--- config.mk ---
export PLATFORM = sky130hd
export DESIGN_NAME = event_trigger_bank
export DESIGN_NICKNAME = d
export VERILOG_FILES = /design/src/rtl/event_trigger_bank.sv
export SDC_FILE = /design/constraint.sdc
export NUM_CORES = 1
export LEC_CHECK = 0
export ABC_AREA = 1
export ABC_CLOCK_PERIOD_IN_PS = 1000
export CAP_MARGIN = 20
export CORE_MARGIN = 2
export CORE_UTILIZATION = 57
export CTS_CLUSTER_DIAMETER = 100
export DETAILED_ROUTE_END_ITERATION = 10
export DONT_BUFFER_PORTS = 1
export PLACE_DENSITY_LB_ADDON = 0.25
export SLEW_MARGIN = 20
export SYNTH_ARGS = -nofsm -noshare
export SYNTH_HDL_FRONTEND = slang
export SYNTH_SLANG_ARGS = --single-unit
--- constraint.sdc ---
create_clock -name clk -period 1 [get_ports clk]
set_input_delay 0.05 -clock clk [delete_from_list [all_inputs] [get_ports clk]]
set_output_delay 0.05 -clock clk [all_outputs]
set_load 0.02 [all_outputs]
--- src/rtl/event_trigger_bank.sv ---
// Multi-channel event trigger bank: immediate or DELAY-deferred trigger requests
// fire a registered pulse, a toggle and a saturating counter with sticky status flags.
module event_trigger_bank #(
    parameter int NUM_CH = 4,
    parameter int DELAY  = 1,
    parameter int CNT_W  = 8
) (
    input  logic                      clk,
    input  logic                      rst_n,
    input  logic [NUM_CH-1:0]         trig_valid,
    input  logic [NUM_CH-1:0]         trig_defer,
    input  logic                      clr_cnt,
    output logic [NUM_CH-1:0]         event_pulse,
    output logic [NUM_CH-1:0]         event_toggle,
    output logic [NUM_CH*CNT_W-1:0]   event_cnt,
    output logic [NUM_CH-1:0]         cnt_ovf,
    output logic [NUM_CH-1:0]         coalesced,
    output logic                      any_event
);

    localparam logic [CNT_W-1:0] CNT_MAX = '1;
    localparam logic [CNT_W-1:0] CNT_ONE = {{(CNT_W-1){1'b0}}, 1'b1};

    logic [NUM_CH-1:0][DELAY-1:0] dly_q, dly_d;
    logic [NUM_CH-1:0][CNT_W-1:0] cnt_q, cnt_d, cnt_base;
    logic [NUM_CH-1:0]            pulse_q, pulse_d;
    logic [NUM_CH-1:0]            toggle_q, toggle_d;
    logic [NUM_CH-1:0]            ovf_q, ovf_d;
    logic [NUM_CH-1:0]            coal_q, coal_d;
    logic [NUM_CH-1:0]            imm, matured, fire;

    // Each delay line shifts every edge, so back-to-back deferred requests stay
    // in separate stages and can never merge while in flight.
    always_comb begin
        dly_d   = '0;
        matured = '0;
        for (int i = 0; i < NUM_CH; i++) begin
            matured[i]  = dly_q[i][DELAY-1];
            dly_d[i][0] = trig_valid[i] & trig_defer[i];
            for (int j = 1; j < DELAY; j++) begin
                dly_d[i][j] = dly_q[i][j-1];
            end
        end
    end

    assign imm  = trig_valid & ~trig_defer;
    assign fire = imm | matured;

    // Clear takes effect before this edge's fire is applied, so a fire on the
    // clearing edge leaves the counter at one rather than zero.
    always_comb begin
        cnt_base = '0;
        cnt_d    = '0;
        ovf_d    = '0;
        coal_d   = '0;
        pulse_d  = fire;
        toggle_d = toggle_q ^ fire;
        for (int i = 0; i < NUM_CH; i++) begin
            cnt_base[i] = clr_cnt ? '0 : cnt_q[i];
            ovf_d[i]    = clr_cnt ? 1'b0 : ovf_q[i];
            coal_d[i]   = (clr_cnt ? 1'b0 : coal_q[i]) | (imm[i] & matured[i]);
            cnt_d[i]    = cnt_base[i];
            if (fire[i]) begin
                if (cnt_base[i] == CNT_MAX) begin
                    ovf_d[i] = 1'b1;
                end else begin
                    cnt_d[i] = cnt_base[i] + CNT_ONE;
                end
            end
        end
    end

    always_ff @(posedge clk or negedge rst_n) begin
        if (!rst_n) begin
            dly_q    <= '0;
            cnt_q    <= '0;
            pulse_q  <= '0;
            toggle_q <= '0;
            ovf_q    <= '0;
            coal_q   <= '0;
        end else begin
            dly_q    <= dly_d;
            cnt_q    <= cnt_d;
            pulse_q  <= pulse_d;
            toggle_q <= toggle_d;
            ovf_q    <= ovf_d;
            coal_q   <= coal_d;
        end
    end

    assign event_pulse  = pulse_q;
    assign event_toggle = toggle_q;
    assign event_cnt    = cnt_q;
    assign cnt_ovf      = ovf_q;
    assign coalesced    = coal_q;
    assign any_event    = |pulse_q;

endmodule
* Word-level counts from Yosys, hierarchy flattened
Cells that the tools add are included.
Storage, ports and cells: bits of input ports 11, memories 0, register bits after elaboration 52, latch bits 0, word-level logic and storage cells 65, RAM bits 0, bits in read-only memories 0
Operators by class: multipliers 0, add/sub/neg operators 4, muxes and demuxes 28, bitwise gates (word level) 16, equality and inequality tests 4, shifts and indexed selects 0, $lt $le $gt $ge 0, div/mod/pow operators 0, reduce and logical (&&, ||, !) cells 1
Operators by type and width (count):
- $mux W8 | 12
- $add A8 B1 Y8 const B | 4
- $eq A8 B8 Y1 const B | 4
- $mux W1 | 16
- $and A1 B1 Y1 | 8
- $and A4 B4 Y4 | 1
- $not A4 Y4 | 1
- $or A1 B1 Y1 | 4
- $or A4 B4 Y4 | 1
- $reduce_or A4 Y1 | 1
- $xor A4 B4 Y4 | 1

* Depth between registers and ports, before layout
Gate-level depths: netlist of the first run.
depth after elaboration 4, depth in mapped cells 10, depth with buffers taken out 8

* Worst setup path before layout of the first run
OpenSTA, ideal clock, no wires.
kind flip-flop to flip-flop, start register cnt_q, in the netlist event_cnt[2], end register cnt_q, in the netlist event_cnt[3], arrival 1.104 ns, required time 0.883 ns, clock period less this slack 1.220 ns, slack -0.220 ns, cell stages (with the launch flop) 8, cell sequence dfrtp_1 > inv_1 > nor2_8 > nand2_4 > nor2_2 > nand2_2 > nand3_1 > nand2_1
RTL lines:
- start: declaration | line 25 | logic [NUM_CH-1:0][CNT_W-1:0] cnt_q, cnt_d, cnt_base;
- start signal: assignment | line 83 | cnt_q <= cnt_d;

* Worst setup path after layout of the first run
start register pulse_q[2] (netlist: event_pulse[2]), end output port any_event
On the way: word-level cells in the longest chain between the ends 1
Ends and longest elaborated chain:
- start: declaration | line 26 | logic [NUM_CH-1:0] pulse_q, pulse_d;
- start signal: assignment | line 84 | pulse_q <= pulse_d;
- $reduce_or A4 Y1 | line 96 | assign any_event = |pulse_q;
- end: declaration | line 18 | output logic any_event
Every way passes these cells.

==> results of run 1 <==
[what timing repair did]
action,in CTS,in global routing
gates resized for setup,73,58
pin swaps,23,34
endpoints found under the hold margin,70,62
endpoints found under the setup margin,45,54
setup buffers,8,15
gates cloned,0,0
[layout by cell type, fill, tap and decap left out]
cell type | Yosys | routed
nand4_1 | 12 | 12
nand3_2 | 1 | 10
nand2_1 | 140 | 105
clkbuf_8 | 0 | 6
nand3_1 | 25 | 13
o21ai_1 | 1 | 5
dfrtp_2 | 0 | 25
o21bai_1 | 2 | 1
o21ai_0 | 9 | 4
buf_12 | 2 | 3
nor2_8 | 4 | 4
nor2_4 | 6 | 26
nand3_4 | 3 | 6
xor2_1 | 4 | 4
clkbuf_1 | 0 | 2
a21oi_2 | 0 | 1
o21ai_2 | 0 | 1
inv_2 | 3 | 17
buf_6 | 1 | 35
dlygate4sd3_1 | 0 | 8
nor2_2 | 15 | 8
clkinv_2 | 1 | 1
inv_4 | 0 | 5
xnor2_1 | 4 | 4
nand2_2 | 9 | 32
a21oi_1 | 4 | 3
buf_4 | 1 | 51
nand2_4 | 4 | 16
o21bai_2 | 0 | 1
dfrtp_1 | 52 | 27
or4_4 | 0 | 1
inv_1 | 59 | 40
nor2_1 | 14 | 1
[report_power, final]
group          switching (W)  internal [W]
registers           0.000291       0.00227
clock network       0.000710      0.000568
logic               0.000490      0.000452
[final cells by class]
class / instances / area (um^2)
multi-input cells: 258 / 1720
flip-flops and latches: 52 / 1330
repair buffers: 97 / 917
fillers: 265 / 673
inverters: 63 / 250
clock buffers: 8 / 90.1
well taps: 70 / 87.6
[cells in the mapped netlist, drive strengths merged, types with 2 or more instances]
cell    number  share of area (%)
xnor2        4                1.2
inv         62                7.9
o21bai       2               0.51
nand4       12                2.5
a21oi        4               0.68
buf          6                2.7
nand3       29                6.3
nand2      153                 21
dfrtp       52                 44
nor2        39                9.9
o21ai       10                1.7
xor2         4                1.2
[metal layers]
metal | track usage [%] | part of all wire, % | vias to the layer above
met3 | 4.86 | 4.1 | 13
met5 | 0 | 0 | -
met4 | 9.64 | 1.1 | 0
met2 | 48.0 | 54 | 76
li1 | - | - | 1359
met1 | 33.9 | 41 | 1401
[worst max-delay path by stage]
| stage | start | endpoint | slack (ps) | cells past startpoint |
|---|---|---|---|---|
| 2_1_floorplan | event_cnt[6] | event_cnt[3] | -90 | 7 |
| 3_3_place_gp | event_cnt[12] | event_cnt[11] | -120 | 7 |
| 3_5_place_dp | event_cnt[12] | event_cnt[11] | -120 | 7 |
| 4_1_cts | event_pulse[2] | any_event | -340 | 1 |
| 5_1_grt | event_pulse[0] | any_event | -370 | 1 |
| 6_report | event_pulse[2] | any_event | -330 | 1 |
[metrics by stage]
step           setup WS [ps]  hold WS [ps]  setup TNS [ps]  power, W
6_report                -334          -575           -4600   0.00478
5_1_grt                 -371          -595           -7220   0.00495
4_1_cts                 -340          -578           -2710   0.00465
3_5_place_dp            -120          -244           -1780   0.00329
3_3_place_gp            -116          -245           -1190   0.00327
2_1_floorplan          -93.7          -246           -1730   0.00304
[registers in the layout, indices dropped and copies added (netlist names)]
name,count
event_cnt,32
event_pulse,4
coalesced,4
dly_q,4
event_toggle,4
cnt_ovf,4
[cells by family (layout without fill, tap and decap cells)]
kind of cell / after synthesis / in the layout / share of synthesized area [%]
AO/OA/AOI/OAI: 16 / 16 / 2.87
AND/OR/NAND/NOR: 234 / 234 / 40.2
XOR/XNOR: 8 / 8 / 2.36
flip-flops: 52 / 52 / 43.9
buffers and inverters: 69 / 168 / 10.7
==> run summary, run 1 <==
Largest net degree at the start of global routing: 53
Worst path slowest cell: or4_4
Yosys warns: 0
Critical path's largest stage delay: 560 ps
DRT Wirelength: 8580 um
Hold bufs inserted after CTS: 8
Clock sinks: 52
First-pass GRT wire length: 13000 um
Max Freq: 749 MHz
Final hold violation count: 62
Drt wl/cell: 15.7 um
Area grow syn2layout: 48.5%
Clock-pin slew on the worst setup and hold paths: 100 ps
H-tree depth: 2
Main synth FF type: dfrtp_1
Initial Util: 58.4%
Share of flip-flops with an asynchronous set or reset: 100%
Initial antenna violation count: 0
Startpoint Class: flip-flop
Max Clock Skew: 9.44 ps
Worst path required time: 950 ps
Post-DRT Antenna Nets: 0
Placed Area: 3590 um^2
Tmin final: 1330 ps
Num CTS Buffers: 5
Pleak: 2.38 nW
Die Wd: 76.1 um
Buf+Inv Stages, Crit Path: 0
Synthesis-stage register bit count: 52
Post-detailed-route via-to-cell ratio: 5.20
Final nets: 488
Pre-antenna DRT Iters: 4
Rows: 26
Failing checks: negative hold slack, negative setup slack
Critical Path End Type: primary output
Finish-stage setup viols: 51
Die area: 5790 um^2
EDFF count, synth: 0
FF-to-FF setup slack: -180 ps
Pwr Density: 1090 nW/um^2
Initial drt markers: 244
Crit path DAT: 1280 ps
Crit Path Max Fanout: 2
Status: finished, violations left
RSZ-0062 raised after global routing: yes
Inserted Diodes: 0
Hpwl dp: 4760 um
TritonCTS clock tree: yes
PortBufs: 0
Min Hold Slack: -575 ps
Setup WS post-layout: -334 ps
Period Utilization, post-route: 133%
Core Area: 5070 um^2
Synth unique cells: 27
Syn Inst Count: 379
Reg2reg end: event_cnt[6]
Longest Clk Path Bufs: 2
GRT Resource Usage Total: 27.3%
Critical path cell sequence: or4_4
Hold crit path type: primary input to asynchronous set/reset pin
Sequential area share after synthesis: 43.9%
CTS root buffer: clkbuf_8
Worst R2R Path Depth: 7
Clock Latency Late Sink: 300 ps
Post-Route Utilization: 86.7%
Headroom to the max-slew limit: 80.8%
Max_cap viols: 0
Post-route cell area: 4400 um^2
Number of global-route vias before repair: 2852
Final Wtd Congestion: 0.851
Layout cell share with drive strength beyond 1: 52.1%
GR Overflow Total: 0
Boundary pin count: 60
Max Slew Vio Count: 0
Synth Net Count: 390
Post-Syn Area: 2960 um^2
Vias: 2849
Cell Count, Final, Fillers Out: 548
R2R Path Start: event_cnt[1]
Top delay family on crit path: simple AND/OR/NAND/NOR gates
Die H: 76.1 um
Inst Count DP: 510
Peak supply drop: 0.805 mV
DRC: 0
Worst slew pin tran: 287 ps
Setup CP Type: flip-flop to primary output
Avg Inst Size Synth: 7.82 um^2
Note: power is estimated with default switching activity, not from simulation.
==> inputs of run 2 (changes only) <==
ABC_AREA = default   (was 1)
CORE_UTILIZATION = 56   (was 57)
==> run summary, run 2 <==
Final hold violation count: 75
Avg Inst Size Synth: 10.7 um^2
GR Overflow Total: 0
Number of global-route vias before repair: 2238
Clock-pin slew on the worst setup and hold paths: 110 ps
DRT Wirelength: 10400 um
First-pass GRT wire length: 11400 um
Post-DRT Antenna Nets: 0
Most frequent cells in the layout: buf_4, dfrtp_2, buf_6, dfrtp_1, a21oi_2
Vias: 2590
Met3 Use GR: 8.39%
Critical path cell sequence: and4b_1, o2111ai_2, nor4bb_1, nor3_1
Tmin final: 1480 ps
Final Wtd Congestion: 0.805
Crit path DAT: 1670 ps
GRT Resource Usage Total: 34.1%
Commonest non-fill, non-tap cell in the layout: buf_4
Hold bufs inserted after CTS: 8
Initial drt markers: 438
Hold crit path type: primary input to asynchronous set/reset pin
EDFF count, synth: 0
Largest net degree at the start of global routing: 53
Final setup TNS: -11560 ps
Layout cell share with drive strength beyond 1: 67.1%
Die area: 4650 um^2
Peak supply drop: 0.986 mV
Initial antenna violation count: 0
Most Crowded Layer GR: met2
Max Clock Skew: 14.5 ps
Worst slew pin tran: 431 ps
Status: finished, violations left
Syn Inst Count: 216
Inserted Diodes: 0
Min Hold Slack: -587 ps
Max Slew Vio Count: 0
TritonCTS clock tree: yes
Share of flip-flops with an asynchronous set or reset: 100%
PortBufs: 0
Area grow syn2layout: 64.4%
Longest Clk Path Bufs: 2
Met2 usage: 59.5%
GR met1 Demand/Resource: 39.7%
Worst path slowest cell: nor4bb_1
Placed Area: 2940 um^2
Multi-input logic area: 1370 um^2
Rows: 23
Num CTS Buffers: 5
Core Area: 3970 um^2
RSZ-0062 raised after global routing: yes
Main synth FF type: dfrtp_1
Post-synth top area cell: dfrtp_1
# fillers: 87
Period Utilization, post-route: 148%
Synthesis-stage register bit count: 52
Die Wd: 68.2 um
Critical Path End Type: flip-flop
Largest register FFs: 32
Die H: 68.2 um
Synth top area cells: dfrtp_1, a21oi_1, nor2_1
Synth cell count leaders: dfrtp_1, a21oi_1, nor2_1, nor3_1, nand2_1
CTS root buffer: clkbuf_8
Max Freq: 674 MHz
Clock Latency Late Sink: 320 ps
DRC: 0
Pleak: 1.65 nW
Clock sinks: 52
Synth unique cells: 46
Post-Route Utilization: 95.5%
Crit Path Max Fanout: 2
Sequential area share after synthesis: 56.4%
Max_cap viols: 0
Finish-stage setup viols: 49
Headroom to the max-slew limit: 70.9%
Setup CP Type: flip-flop to flip-flop
Synth Net Count: 227
Setup WS post-layout: -484 ps
Critical path's largest stage delay: 450 ps
Most common cell in the netlist: dfrtp_1
Post-route cell area: 3790 um^2
Startpoint Class: flip-flop
H-tree depth: 2
Pre-antenna DRT Iters: 5
Worst path required time: 1180 ps
Reg area: 1340 um^2
Boundary pin count: 60
Final nets: 326
Hpwl dp: 4160 um
Failing checks: negative hold slack, negative setup slack
Initial Util: 58.1%
Drt wl/cell: 28.3 um
Post-Syn Area: 2310 um^2
Synth top area share: 56.4%
Post-detailed-route via-to-cell ratio: 7.08
Pwr Density: 1300 nW/um^2
Yosys warns: 0
run 2: per-stage QoR:
| stage | total power (W) | instances | setup WS (ps) |
|---|---|---|---|
| after floorplan | 0.00288 | 216 | -331 |
| after global placement | 0.00307 | 326 | -195 |
| after detailed placement | 0.00311 | 326 | -267 |
| after CTS | 0.00466 | 353 | -335 |
| after global routing | 0.00502 | 366 | -594 |
| final | 0.00493 | 366 | -484 |
run 2: power breakdown:
part           internal (W)  total (W)  switching [W]
logic              0.000394   0.000843       0.000449
registers           0.00227    0.00256       0.000296
clock network      0.000743    0.00152       0.000780
total               0.00340    0.00493        0.00153
run 2: logic make-up (layout without fill, tap and decap cells):
kind of cell | count (synthesis) | in the layout | synth area share [%]
and+or+nand+nor | 83 | 83 | 20.3
muxes | 1 | 1 | 0.488
xor gates and xnor gates | 4 | 4 | 1.52
DFF | 52 | 52 | 56.4
buffers and inverters | 12 | 112 | 2.06
AOI/OAI and AO/OA | 64 | 64 | 19.3
run 2: path summary, 6_finish.rpt:
kind,cells past startpoint,end,startpoint,slack [ps]
setup reg to reg,4,event_cnt[30],event_cnt[26],-480
min in group clk,1,event_cnt[19],clr_cnt,-230
hold reg to reg,1,coalesced[3],coalesced[3],530
hold / removal,0,event_cnt[3],rst_n,-590
setup / recovery,4,event_cnt[30],event_cnt[26],-480
max in group asynchronous,0,event_cnt[24],rst_n,1470
run 2: worst max-delay path, delay by kind of cell, from the launching register on:
kind	cells	cell delay, ps
AOI/OAI and AO/OA	1	140
and+or+nand+nor	3	830
DFF	1	390
run 2: layout make-up:
cell class,instances,area share (%)
clock buffer,5,1.81
sequential,52,35.4
inverter,7,0.693
timing repair buffer,97,23.2
tap,50,1.65
clock inverter,3,1.12
multi-input combinational,152,36.1
run 2: timing repair:
action | in CTS | in global routing
gates resized for setup | 63 | 55
pin swaps | 36 | 30
buffers inserted | 12 | 16
hold endpoints to repair | 80 | 75
endpoints found under the setup margin | 41 | 49
run 2: metal layers:
metal  vias to the layer above  wire length [um]  share of wire, %
li1                       1001                 -                 -
met1                      1286              3650                35
met2                       229              5100                49
met3                        74               929               9.0
met4                         0               697               6.7
met5                         -                 0                 0
==> inputs of run 3 (changes only) <==
--- a/config.mk
+++ b/config.mk
@@ -14,4 +14,5 @@
 export DONT_BUFFER_PORTS = 1
 export PLACE_DENSITY_LB_ADDON = 0.25
+export REMOVE_ABC_BUFFERS = 1
 export SLEW_MARGIN = 20
 export SYNTH_ARGS = -nofsm -noshare
==> constraint.sdc (replaced) <==
create_clock -name clk -period 1 [get_ports clk]
set_input_delay 0.15 -clock clk [delete_from_list [all_inputs] [get_ports clk]]
set_output_delay 0.15 -clock clk [all_outputs]
set_load 0.02 [all_outputs]
==> run summary, run 3 <==
Status: did not finish
Failed at: global routing (5_1_grt)
Error: [ERROR DPL-0038] Utilization greater than 100%, impossible to legalize
Avg Inst Size Synth: 10.7 um^2
Inst Count DP: 336
Rows: 23
Hpwl dp: 4170 um
Sequential area share after synthesis: 56.4%
Die Wd: 68.2 um
EDFF count, synth: 0
Synth cell count leaders: dfrtp_1, a21oi_1, nor2_1, nor3_1, nand2_1
Synth unique cells: 46
H-tree depth: 2
Clock sinks: 52
Most common cell in the netlist: dfrtp_1
Syn Inst Count: 216
Main synth FF type: dfrtp_1
PortBufs: 0
Post-Syn Area: 2310 um^2
Synth top area cells: dfrtp_1, a21oi_1, nor2_1
Share of flip-flops with an asynchronous set or reset: 100%
Boundary pin count: 60
Longest Clk Path Bufs: 2
Worst EP kind: top-level output
Synth top area share: 56.4%
Yosys warns: 0
Die H: 68.2 um
Post-Place Worst Slack: -345 ps
Largest net degree at the start of global routing: 53
Initial Util: 58.1%
CTS root buffer: clkbuf_8
Post-synth top area cell: dfrtp_1
Final Wtd Congestion: 0.800
Num CTS Buffers: 5
Synthesis-stage register bit count: 52
Worst endpoint after global-route timing repair: any_event
run 3: cells by family after synthesis:
group	after synthesis	synth area share [%]
XOR/XNOR	4	1.52
AO/OA/AOI/OAI	64	19.3
flip-flops	52	56.4
buffers and inverters	12	2.06
AND/OR/NAND/NOR	83	20.3
multiplexers	1	0.488
run 3: metrics by stage:
step	hold WS, ps	instance area (um^2)
after detailed placement	-144	2910
after CTS	-478	3690
after global placement	-144	2910
after floorplan	-146	2290
run 3: timing repair:
action / 4_1_cts
hold buffers: 9
pin swaps: 49
setup endpoints to repair: 83
hold endpoints to repair: 76
gates resized for setup: 115
buffers inserted: 22
cloned: 0
==> inputs of run 4 (changes only) <==
ABC_CLOCK_PERIOD_IN_PS = 1300   (was 1000)
CORE_UTILIZATION = 40   (was 56)
CTS_CLUSTER_DIAMETER = default   (was 100)
PLACE_DENSITY_LB_ADDON = 0.15   (was 0.25)
clock period = 1.3 ns   (was 1 ns; I/O delays follow)
==> run summary, run 4 (synthesis gave the netlist of run 2 again) <==
# fillers: 528
Failing checks: negative hold slack, negative setup slack
Die H: 79.9 um
Met3 Use GR: 4.98%
PortBufs: 0
DRC: 0
Critical path's largest stage delay: 570 ps
Clock-pin slew on the worst setup and hold paths: 90 ps
Status: finished, violations left
Max_cap viols: 0
Clock Power Share: 28.7%
Clock Latency Late Sink: 300 ps
Cell internal pwr: 0.00235 W
GR Overflow Total: 0
Pleak: 1.38 nW
Largest register FFs: 32
Crit path to: any_event
Switching power: 0.000931 W
Longest Clk Path Bufs: 2
Post-Route Utilization: 53.9%
Reg power frac: 59.0%
CTS root buffer: clkbuf_8
Rows: 27
Finish-stage setup viols: 2
Largest net degree at the start of global routing: 53
Die area: 6390 um^2
Reg area: 1300 um^2
Inserted Diodes: 0
H-tree depth: 2
Worst path slowest cell: or4_4
First-pass GRT wire length: 8630 um
Multi-input logic area: 1030 um^2
Number of global-route vias before repair: 1806
Most Crowded Layer GR: met2
Tmin final: 1460 ps
Critical path cell sequence: or4_4
Period Utilization, post-route: 112%
Most frequent cells in the layout: buf_4, dfrtp_1, a21oi_1, nor2_1, nor3_1
Core Area: 5540 um^2
Initial Util: 41.6%
Top delay family on crit path: simple AND/OR/NAND/NOR gates
Cell Count, Final, Fillers Out: 349
Total power: 0.00328 W
Hold crit path type: primary input to asynchronous set/reset pin
Max Slew Vio Count: 0
Crit Path Max Fanout: 2
Critical path launch point: event_pulse[3]
Post-DRT Antenna Nets: 0
Max Freq: 687 MHz
GRT Resource Usage Total: 17.4%
Final hold violation count: 52
GR met1 Demand/Resource: 22.9%
Met2 usage: 27.1%
Hpwl dp: 3540 um
Setup CP Type: flip-flop to primary output
Boundary pin count: 60
Commonest non-fill, non-tap cell in the layout: buf_4
Buf+Inv Stages, Crit Path: 0
Stages on the worst setup path: 1
Critical Path End Type: primary output
Clock sinks: 52
DRT Wirelength: 5470 um
Combinational Power Share: 12.3%
Inst Count DP: 330
Drt wl/cell: 15.7 um
Reg2reg end: event_cnt[19]
Hold bufs inserted after CTS: 1
Pre-antenna DRT Iters: 4
Startpoint Class: flip-flop
Die Wd: 79.9 um
Setup WS post-layout: -155 ps
Post-detailed-route via-to-cell ratio: 5.54
Area grow syn2layout: 29.3%
TritonCTS clock tree: yes
FF-to-FF setup slack: -40 ps
Initial drt markers: 66
Max Clock Skew: 9.71 ps
Pwr Density: 1100 nW/um^2
Headroom to the max-slew limit: 40.6%
Crit path DAT: 1260 ps
RSZ-0062 raised after global routing: yes
Final nets: 287
Worst R2R Path Depth: 4
Initial antenna violation count: 0
Min Hold Slack: -419 ps
Layout cell share with drive strength beyond 1: 31.8%
Vias: 1934
Num CTS Buffers: 5
Final Wtd Congestion: 0.813
Worst path required time: 1110 ps
Worst slew pin tran: 890 ps
Sw Share: 28.4%
R2R Path Start: event_cnt[18]
Peak supply drop: 0.809 mV
run 4: per-stage QoR:
stage	hold WS, ps	instance area (um^2)	setup WS [ps]	TNS [ps]
6_report	-419	2980	-155	-193
5_1_grt	-450	2980	-188	-437
4_1_cts	-436	2850	-187	-192
3_5_place_dp	-99.3	2730	-10.9	-13.0
3_3_place_gp	-99.2	2730	30.6	0
2_1_floorplan	-101	2290	-125	-489
run 4: final cells by class:
type                       instances  share of cell area, %
timing repair buffer              58                   14.9
clock inverter                     2                  0.335
multi-input combinational        152                   34.5
tap                               72                   3.02
sequential                        52                   43.6
clock buffer                       6                   2.77
inverter                           7                  0.881
run 4: worst min-delay path by stage:
| stage | end | slack [ps] |
|---|---|---|
| after floorplan | cnt_ovf[0] | -100 |
| after global placement | event_cnt[13] | -100 |
| after detailed placement | event_cnt[13] | -100 |
| after CTS | event_cnt[20] | -440 |
| after global routing | event_cnt[15] | -450 |
| final | event_cnt[21] | -420 |
run 4: what timing repair did:
action,in CTS,in global routing
endpoints found under the setup margin,4,23
gates resized for setup,2,17
pin swaps,0,13
hold endpoints to repair,71,52
setup buffers,1,9
run 4: per-layer routing:
metal,vias up,part of all wire [%]
met5,-,0
met4,0,0.90
met3,5,6.7
met2,62,48
met1,951,44
li1,916,-
run 4: power groups by stage:
stage	logic (W)	clock network [W]	registers, W
finish	0.000404	0.000941	0.00194
global route	0.000440	0.00105	0.00195
CTS	0.000378	0.000984	0.00194
detailed placement	0.000360	0	0.00197
global placement	0.000361	0	0.00196
floorplan	0.000170	0	0.00201
